===== config.mk =====
export PLATFORM = sky130hd
export DESIGN_NAME = code_lock_ctrl_flat
export DESIGN_NICKNAME = d
export VERILOG_FILES = /design/src/rtl/code_lock_if.sv /design/src/rtl/code_lock_ctrl.sv /design/src/flat_wrapper.sv
export SDC_FILE = /design/constraint.sdc
export NUM_CORES = 1
export LEC_CHECK = 0
export ABC_AREA = 1
export CORE_MARGIN = 5
export CORE_UTILIZATION = 40
export CTS_CLUSTER_SIZE = 12
export DETAILED_ROUTE_END_ITERATION = 6
export HOLD_SLACK_MARGIN = 0.12
export PLACE_DENSITY = 0.54
export SLEW_MARGIN = 5
export SYNTH_ARGS = -nofsm -noshare
export SYNTH_HDL_FRONTEND = slang
export SYNTH_SLANG_ARGS = --single-unit

===== constraint.sdc =====
create_clock -name hwclk -period 4.8 [get_ports hwclk]
set_clock_uncertainty 0.1 [all_clocks]
set_input_delay 0.96 -clock hwclk [delete_from_list [all_inputs] [get_ports hwclk]]
set_output_delay 0.96 -clock hwclk [all_outputs]
set_load 0.1 [all_outputs]

===== src/rtl/code_lock_if.sv =====
// Keypad-side and status-side signals of the code lock, grouped as one bundle.
// master drives key presses; slave is the lock controller.
interface code_lock_if #(
  parameter int DIGIT_W = 4,
  parameter int CNT_W   = 3
);
  logic               digit_valid;
  logic [DIGIT_W-1:0] digit;
  logic               unlocked;
  logic               prog_mode;
  logic               lockout;
  logic               ok_pulse;
  logic               fail_pulse;
  logic [CNT_W-1:0]   digit_count;

  modport master (
    output digit_valid,
    output digit,
    input  unlocked,
    input  prog_mode,
    input  lockout,
    input  ok_pulse,
    input  fail_pulse,
    input  digit_count
  );

  modport slave (
    input  digit_valid,
    input  digit,
    output unlocked,
    output prog_mode,
    output lockout,
    output ok_pulse,
    output fail_pulse,
    output digit_count
  );
endinterface


===== src/rtl/code_lock_ctrl.sv =====
// Parametrised keypad code lock: user/programming codes, timed unlock.
// Failed-attempt counter and timed lockout only when LOCKOUT_EN is defined.
module code_lock_ctrl #(
  parameter int CODE_LEN = 6,
  parameter int DIGIT_W  = 4,
  parameter logic [CODE_LEN*DIGIT_W-1:0] UC_INIT = 24'h123456,
  parameter logic [CODE_LEN*DIGIT_W-1:0] PC_CODE = 24'h666666,
  parameter logic [DIGIT_W-1:0] CLR_KEY = 4'hF,
  parameter int UNLOCK_CYCLES  = 12_000_000,
  parameter int MAX_FAIL       = 3,
  parameter int LOCKOUT_CYCLES = 120_000_000
) (
  input logic       hwclk,
  input logic       reset,
  code_lock_if.slave bus
);

  localparam int CODE_W = CODE_LEN * DIGIT_W;
  localparam int CNT_W  = $clog2(CODE_LEN + 1);
  localparam int UT_W   = $clog2(UNLOCK_CYCLES + 1);

  localparam logic [CNT_W-1:0] LEN_C = CNT_W'(CODE_LEN);
  localparam logic [UT_W-1:0]  UT_C  = UT_W'(UNLOCK_CYCLES);

  typedef enum logic [2:0] {
    S_IDLE,
    S_ENTRY,
    S_CHECK,
    S_UNLOCKED,
    S_PROGRAM,
    S_PROG_STORE,
    S_LOCKOUT
  } state_t;

  state_t            state;
  logic [CODE_W-1:0] sr;
  logic [CODE_W-1:0] uc;
  logic [CNT_W-1:0]  cnt;
  logic [UT_W-1:0]   unl_tmr;
  logic              unl_r;
  logic              prog_r;
  logic              ok_r;
  logic              fail_r;

  logic [CODE_W-1:0] shifted;
  logic              is_clr;
  logic              pc_hit;
  logic              uc_hit;

  // First digit keyed ends up in the most-significant digit slot.
  assign shifted = (sr << DIGIT_W) | CODE_W'(bus.digit);
  assign is_clr  = (bus.digit == CLR_KEY);
  assign pc_hit  = (sr == PC_CODE);
  assign uc_hit  = (sr == uc);

`ifdef LOCKOUT_EN
  localparam int FW   = $clog2(MAX_FAIL + 1);
  localparam int LT_W = $clog2(LOCKOUT_CYCLES + 1);

  localparam logic [FW-1:0]   MAX_C = FW'(MAX_FAIL);
  localparam logic [LT_W-1:0] LT_C  = LT_W'(LOCKOUT_CYCLES);

  logic [FW-1:0]   fail_cnt;
  logic [FW-1:0]   fail_inc;
  logic [LT_W-1:0] lock_tmr;
  logic            lock_r;

  assign fail_inc = (fail_cnt == MAX_C) ? MAX_C : fail_cnt + FW'(1);
  assign bus.lockout = lock_r;
`else
  logic unused_cfg;

  assign unused_cfg  = ^{32'(MAX_FAIL), 32'(LOCKOUT_CYCLES)};
  assign bus.lockout = 1'b0;
`endif

  always_ff @(posedge hwclk or posedge reset) begin
    if (reset) begin
      state   <= S_IDLE;
      sr      <= '0;
      uc      <= UC_INIT;
      cnt     <= '0;
      unl_tmr <= '0;
      unl_r   <= 1'b0;
      prog_r  <= 1'b0;
      ok_r    <= 1'b0;
      fail_r  <= 1'b0;
`ifdef LOCKOUT_EN
      fail_cnt <= '0;
      lock_tmr <= '0;
      lock_r   <= 1'b0;
`endif
    end else begin
      ok_r   <= 1'b0;
      fail_r <= 1'b0;
      unique case (state)
        S_IDLE: begin
          if (bus.digit_valid && !is_clr) begin
            sr    <= shifted;
            cnt   <= CNT_W'(1);
            state <= S_ENTRY;
          end
        end

        // Digit collection shared by code entry and UC programming.
        S_ENTRY, S_PROGRAM: begin
          if (cnt == LEN_C) begin
            cnt   <= '0;
            state <= (state == S_ENTRY) ? S_CHECK : S_PROG_STORE;
          end else if (bus.digit_valid) begin
            if (is_clr) begin
              sr     <= '0;
              cnt    <= '0;
              prog_r <= 1'b0;
              state  <= S_IDLE;
            end else begin
              sr  <= shifted;
              cnt <= cnt + CNT_W'(1);
            end
          end
        end

        S_CHECK: begin
          if (pc_hit) begin
            prog_r <= 1'b1;
            state  <= S_PROGRAM;
          end else if (uc_hit) begin
            unl_r   <= 1'b1;
            ok_r    <= 1'b1;
            unl_tmr <= UT_C;
            state   <= S_UNLOCKED;
`ifdef LOCKOUT_EN
            fail_cnt <= '0;
`endif
          end else begin
            fail_r <= 1'b1;
`ifdef LOCKOUT_EN
            fail_cnt <= fail_inc;
            if (fail_inc == MAX_C) begin
              lock_r   <= 1'b1;
              lock_tmr <= LT_C;
              state    <= S_LOCKOUT;
            end else begin
              state <= S_IDLE;
            end
`else
            state <= S_IDLE;
`endif
          end
        end

        // Any key press relocks; the key itself is dropped.
        S_UNLOCKED: begin
          if (bus.digit_valid || unl_tmr == UT_W'(1)) begin
            unl_r   <= 1'b0;
            unl_tmr <= '0;
            state   <= S_IDLE;
          end else begin
            unl_tmr <= unl_tmr - UT_W'(1);
          end
        end

        S_PROG_STORE: begin
          if (pc_hit) begin
            fail_r <= 1'b1;
          end else begin
            uc   <= sr;
            ok_r <= 1'b1;
          end
          prog_r <= 1'b0;
          state  <= S_IDLE;
        end

`ifdef LOCKOUT_EN
        S_LOCKOUT: begin
          if (lock_tmr == LT_W'(1)) begin
            lock_r   <= 1'b0;
            lock_tmr <= '0;
            fail_cnt <= '0;
            state    <= S_IDLE;
          end else begin
            lock_tmr <= lock_tmr - LT_W'(1);
          end
        end
`endif

        default: state <= S_IDLE;
      endcase
    end
  end

  assign bus.unlocked    = unl_r;
  assign bus.prog_mode   = prog_r;
  assign bus.ok_pulse    = ok_r;
  assign bus.fail_pulse  = fail_r;
  assign bus.digit_count = cnt;

endmodule


===== src/flat_wrapper.sv =====
// flat-port wrapper written by rule: the top's interface ports become plain ports
module code_lock_ctrl_flat 
#(
  parameter int CODE_LEN = 6,
  parameter int DIGIT_W  = 4,
  parameter logic [CODE_LEN*DIGIT_W-1:0] UC_INIT = 24'h123456,
  parameter logic [CODE_LEN*DIGIT_W-1:0] PC_CODE = 24'h666666,
  parameter logic [DIGIT_W-1:0] CLR_KEY = 4'hF,
  parameter int UNLOCK_CYCLES  = 12_000_000,
  parameter int MAX_FAIL       = 3,
  parameter int LOCKOUT_CYCLES = 120_000_000
)
  (hwclk, reset, bus_digit_valid, bus_digit, bus_unlocked, bus_prog_mode, bus_lockout, bus_ok_pulse, bus_fail_pulse, bus_digit_count);
  code_lock_if #(.DIGIT_W(DIGIT_W), .CNT_W((3))) bus_i ();
  input logic hwclk;
  input logic reset;
  input wire logic [$bits(bus_i.digit_valid)-1:0] bus_digit_valid;
  input wire logic [$bits(bus_i.digit)-1:0] bus_digit;
  output wire logic [$bits(bus_i.unlocked)-1:0] bus_unlocked;
  output wire logic [$bits(bus_i.prog_mode)-1:0] bus_prog_mode;
  output wire logic [$bits(bus_i.lockout)-1:0] bus_lockout;
  output wire logic [$bits(bus_i.ok_pulse)-1:0] bus_ok_pulse;
  output wire logic [$bits(bus_i.fail_pulse)-1:0] bus_fail_pulse;
  output wire logic [$bits(bus_i.digit_count)-1:0] bus_digit_count;
  assign bus_i.digit_valid = bus_digit_valid;
  assign bus_i.digit = bus_digit;
  assign bus_unlocked = bus_i.unlocked;
  assign bus_prog_mode = bus_i.prog_mode;
  assign bus_lockout = bus_i.lockout;
  assign bus_ok_pulse = bus_i.ok_pulse;
  assign bus_fail_pulse = bus_i.fail_pulse;
  assign bus_digit_count = bus_i.digit_count;
  code_lock_ctrl #(.CODE_LEN(CODE_LEN), .DIGIT_W(DIGIT_W), .UC_INIT(UC_INIT), .PC_CODE(PC_CODE), .CLR_KEY(CLR_KEY), .UNLOCK_CYCLES(UNLOCK_CYCLES), .MAX_FAIL(MAX_FAIL), .LOCKOUT_CYCLES(LOCKOUT_CYCLES)) u_core (.hwclk(hwclk), .reset(reset), .bus(bus_i));
endmodule

* After elaboration in Yosys (flattened, before gate mapping)
Cells that the tools add are included.
** Storage, ports and cells
- Bits in registers :: 82
- Input port bits :: 7
- Output and inout port bits :: 8
- Logic and storage cells :: 87
** Operators by class
- Reduce and logical (&&, ||, !) cells :: 15
- Add/subtract/negate cells :: 2
- Mux-type cells :: 39
- Equality and inequality tests :: 20
- Bitwise gates (word level) :: 2
** Operator list (number)
- two-way mux 24 bit :: 7
- case mux 24 bit (2 select lines) :: 2
- two-way mux 3 bit :: 10
- == test 24 x 1 -> 1 bit (second input constant) :: 1
- == test 24 x 23 -> 1 bit (second input constant) :: 1
- == test 24 bit :: 1
- OR 24 x 4 -> 24 bit :: 1
- subtractor 24 x 1 -> 24 bit (second input constant) :: 1
- two-way mux 1 bit :: 13
- case mux 3 bit (4 select lines) :: 1
- AND reduction 4 bit :: 3
- != test 2 x 1 -> 1 bit (second input constant) :: 5
- == test 3 bit (second input constant) :: 3
- == test 3 x 2 -> 1 bit (second input constant) :: 2
- != test 2 bit (second input constant) :: 3
- case mux 1 bit (2 select lines) :: 3
- case mux 3 bit (2 select lines) :: 1
- AND reduction 3 bit :: 2
- AND reduction 5 bit :: 1
- == test 4 bit (second input constant) :: 1
- nonzero test 2 bit :: 2
- adder 3 x 1 -> 3 bit (second input constant) :: 1
- == test 3 x 1 -> 1 bit (second input constant) :: 1
- zero test 3 bit :: 1
- other kinds (11) :: 11

* Longest topological paths before layout
- Word-level depth :: 5
- Depth in mapped cells :: 13
- Gate-level depth less buffers :: 12

* Worst setup path before layout
Ideal clock, no wire load.
- Path type :: reg2reg
- Start point :: register u_core.cnt[0] (netlist: u_core.bus.digit_count[0])
- End point :: register u_core.sr[8]
- Library setup time :: 83 ps
- Data required time :: 4617 ps
- Period minus slack after synthesis :: 2430 ps
- Setup slack :: 2370 ps
- Arrival time :: 2248 ps
- Cell stages (with the launch flop) :: 11
- Buffers on the path :: 2
- Path through :: dfrtp_1 inv_1 ha_1 nand2_1 inv_1 o21ai_0 and2_1 buf_4 buf_6 nand3_1 o21ai_0
** On the way
- Longest elaborated chain between the ends :: 3
** RTL lines
- from (decl) :: line code_lock_ctrl.sv:38 : logic [CNT_W-1:0] cnt;
- from (signal assigned) :: line code_lock_ctrl.sv:118 : cnt <= cnt + CNT_W'(1);
- == test 3 bit :: line code_lock_ctrl.sv:107 : if (cnt == LEN_C) begin
- != test 2 bit (no line)
- AND reduction 4 bit (no line)
- to (signal assigned) :: line code_lock_ctrl.sv:99 : sr <= shifted;
- to (signal assigned) :: line code_lock_ctrl.sv:117 : sr <= shifted;
- to (decl) :: line code_lock_ctrl.sv:36 : logic [CODE_W-1:0] sr;
No other way between the ends.
A chain may end at the register's enable or synchronous reset.

* Worst setup path after layout
- Start point :: register u_core.cnt[0] (netlist: u_core.bus.digit_count[0])
- End point :: output port bus_digit_count[0]
** RTL lines
- to (decl) :: line flat_wrapper.sv:24 : output wire logic [$bits(bus_i.digit_count)-1:0] bus_digit_count;
No word-level cell between the ends.

==> summary.md <==
| Metric | Value |
|---|---|
| Drt first pass iters | 4 |
| DP Wirelength | 7810 um |
| WL/cell | 13.1 um |
| Post-synth EDFFs | 0 |
| CTS tree | done |
| Int Pwr | 1530 uW |
| Hold buffer count at cts | 0 |
| Clk slew on worst S/H paths | 0.06 ns |
| Mapped cell area | 4890 um2 |
| Synth Register Bits | 82 |
| Setup Viol. Count Final | 0 |
| Syn Inst Count | 681 |
| H-tree lvl count | 3 |
| Layout cell share with drive strength beyond 1 | 11.2% |
| Sequential Power Share | 38.1% |
| Placement row count | 40 |
| Final Wtd Congestion | 0.840 |
| Routed via count | 4,106 |
| Net Sw Frac | 39.4% |
| PD cells | 466 nW/um2 |
| Status | completed |
| Syn_area_per_cell | 7.17 um2 |
| Die W | 121 um |
| Clock power share | 30.4% |
| Cell taking the most area after synthesis | dfrtp_1 |
| CTS resizes | 0 |
| Clock buffer depth | 2 |
| CTS Buf Count | 9 |
| Area Growth Syn to Fin | 11.2% |
| Top cell type's share of synthesized area | 37.4% |
| Count leader, synth | nand2_1 |
| CP Capture Type | output port |
| Starting density of the core | 40.7% |
| CP Launch Type | flip-flop |
| Min Clock Period, post-route | 2.97 ns |
| Number of diodes | 0 |
| Top_reg_cell synth | dfrtp_1 |
| Worst-margin pin slew | 0.992 ns |
| Antenna Violating Nets Remaining | 0 |
| Initial antenna violation count | 0 |
| GRT overflow | 0 |
| Mapped Nets | 692 |
| PortBufs | 13 |
| Unrepaired setup endpoints after global routing | false |
| Max Slew Vio Count | 0 |
| Hold crit path type | flip-flop to flip-flop |
| Largest net degree at the start of global routing | 53 |
| Async SR Flop Fraction | 100% |
| DRT iter0 DRCs | 256 |
| Relative slew slack | 33.7% |
| F_max | 337 MHz |
| Root buf cell | clkbuf_16 |
| Synth cell count leaders | nand2_1 (200), inv_1 (86), dfrtp_1 (73), nor2_1 (73), o21ai_0 (57) |
| Total Power | 2530 uW |
| Drt drc | 0 |
| Synth area leaders | dfrtp_1 (37%), nand2_1 (15%), inv_1 (6.6%) |
| Seq/Total Area, Yosys | 42.2% |
| Final #Nets | 701 |
| P_sw | 998 uW |
| Worst path buffer plus inverter count | 1 |
| Die height | 121 um |
| Vias in the first global route | 3,876 |
| Fin crit share | 61.8% |
| Final WL | 11,100 um |
| Final Hold Violating Endpoints | 0 |
| Setup CP Type | flip-flop to output port |
| Postcts setup bufs | 0 |
| Max-cap viol count | 0 |
| Setup_tns | 0 ns |
| Maximum vdd drop | 0.290 mV |
| Crit path arrival time | 1.91 ns |
| Slowest stage delay, CP | 1.16 ns |
| Synth Warn # | 0 |
| Slowest library cell on the worst path | clkdlybuf4s50_1 |
| Via/cell ratio | 4.88 |
| Core area | 12,000 um2 |
| Delay-heaviest family, CP | buffers and inverters |
| First-pass GRT wire length | 19,400 um |
| Critical Path RT | 3.74 ns |
| Total GRT Usage | 16.6% |
| Comb power frac | 31.5% |
| Worst-Skew Late Latency | 0.35 ns |
| FILL cells | 1,226 |
| Yosys cell types | 37 |
| Leakage power | 0.00251 uW |
| CTS Sinks | 82 |
| Die Footprint | 14,500 um2 |
| Critical path cell sequence | clkdlybuf4s50_1 |
| Max FO, Critical Path | 4 |
| I/O Pins | 15 |
[worst paths after layout]
| path | from | endpoint | slack (ns) | depth (start not counted) |
|---|---|---|---|---|
| setup / recovery | u_core.bus.digit_count[0]$_DFFE_PP0P_ | bus_digit_count[0] | 1.83 | 1 |
| setup reg to reg | u_core.state[2]$_DFFE_PP0P_ | u_core.unl_tmr[11]$_DFFE_PP0P_ | 2.68 | 7 |
| hold reg to reg | u_core.bus.unlocked$_DFFE_PP0P_ | u_core.bus.unlocked$_DFFE_PP0P_ | 0.39 | 2 |
| hold / removal | u_core.bus.unlocked$_DFFE_PP0P_ | u_core.bus.unlocked$_DFFE_PP0P_ | 0.39 | 2 |
| min in group asynchronous | reset | u_core.uc[23]$_DFFE_PP0P_ | 0.87 | 2 |
| max in group asynchronous | reset | u_core.state[2]$_DFFE_PP0P_ | 2.64 | 3 |
[flip-flops by register name, summed over array words and instances (netlist names)]
name	flops
u_core.bus.digit_count	3
u_core.bus.fail_pulse	1
u_core.bus.ok_pulse	1
u_core.bus.prog_mode	1
u_core.bus.unlocked	1
u_core.sr	24
u_core.state	3
u_core.uc	24
u_core.unl_tmr	24
[cells by family after synthesis]
group | after synthesis | share of synthesized area, %
adder cells (fa/ha/maj) | 4 | 1.02
flip-flops | 82 | 42.2
AO/OA/AOI/OAI | 74 | 8.17
buffers and inverters | 116 | 9.96
XOR/XNOR | 16 | 2.87
other | 1 | 0.0768
AND/OR/NAND/NOR | 388 | 35.7
[power by group through the flow]
stage | Sequential, uW | Clock, uW | Combinational, uW
6_report | 965 | 769 | 796
5_1_grt | 986 | 821 | 920
4_1_cts | 966 | 788 | 810
3_5_place_dp | 977 | 0 | 804
3_3_place_gp | 976 | 0 | 789
2_1_floorplan | 1030 | 0 | 566
[through the flow]
| stage | hold slack [ns] | utilization [%] | cell area (um2) | setup WS (ns) | instances |
|---|---|---|---|---|---|
| finish | 0.386 | 45.2 | 5430 | 1.83 | 842 |
| global route | 0.413 | 45.2 | 5430 | 1.77 | 842 |
| CTS | 0.388 | 45.2 | 5430 | 1.80 | 842 |
| detailed placement | 0.370 | 42.5 | 5100 | 1.96 | 826 |
| global placement | 0.359 | 42.5 | 5100 | 1.99 | 826 |
| floorplan | 0.354 | - | 4890 | 1.65 | 681 |
[cells in the final DEF (no fill, tap or decap), types with 12 or more instances in the layout]
master	count
nand3_1	53
nand2_2	20
nand2_1	200
nand4_1	15
inv_1	85
dfrtp_1	73
inv_2	12
nor2_1	73
clkdlybuf4s50_1	13
o21ai_0	57
[per-layer routing]
| metal | vias up | track usage, % | share of wire (%) |
|---|---|---|---|
| met2 | 66 | 25.4 | 45 |
| met5 | - | 0 | 0 |
| met4 | 0 | 6.37 | 1.7 |
| met3 | 10 | 2.53 | 3.0 |
| met1 | 1891 | 23.8 | 51 |
| li1 | 2139 | - | - |
[final cells by class]
class	instances	area (um2)	area share, %
clock buffers	10	239	4.40
clock inverters	6	88.8	1.64
inverters	98	369	6.79
multi-input cells	483	2340	43.0
flip-flops and latches	82	2060	38.0
well taps	147	184	3.39
repair buffers	16	153	2.81
No activity file was read; power rests on OpenSTA's default activity.
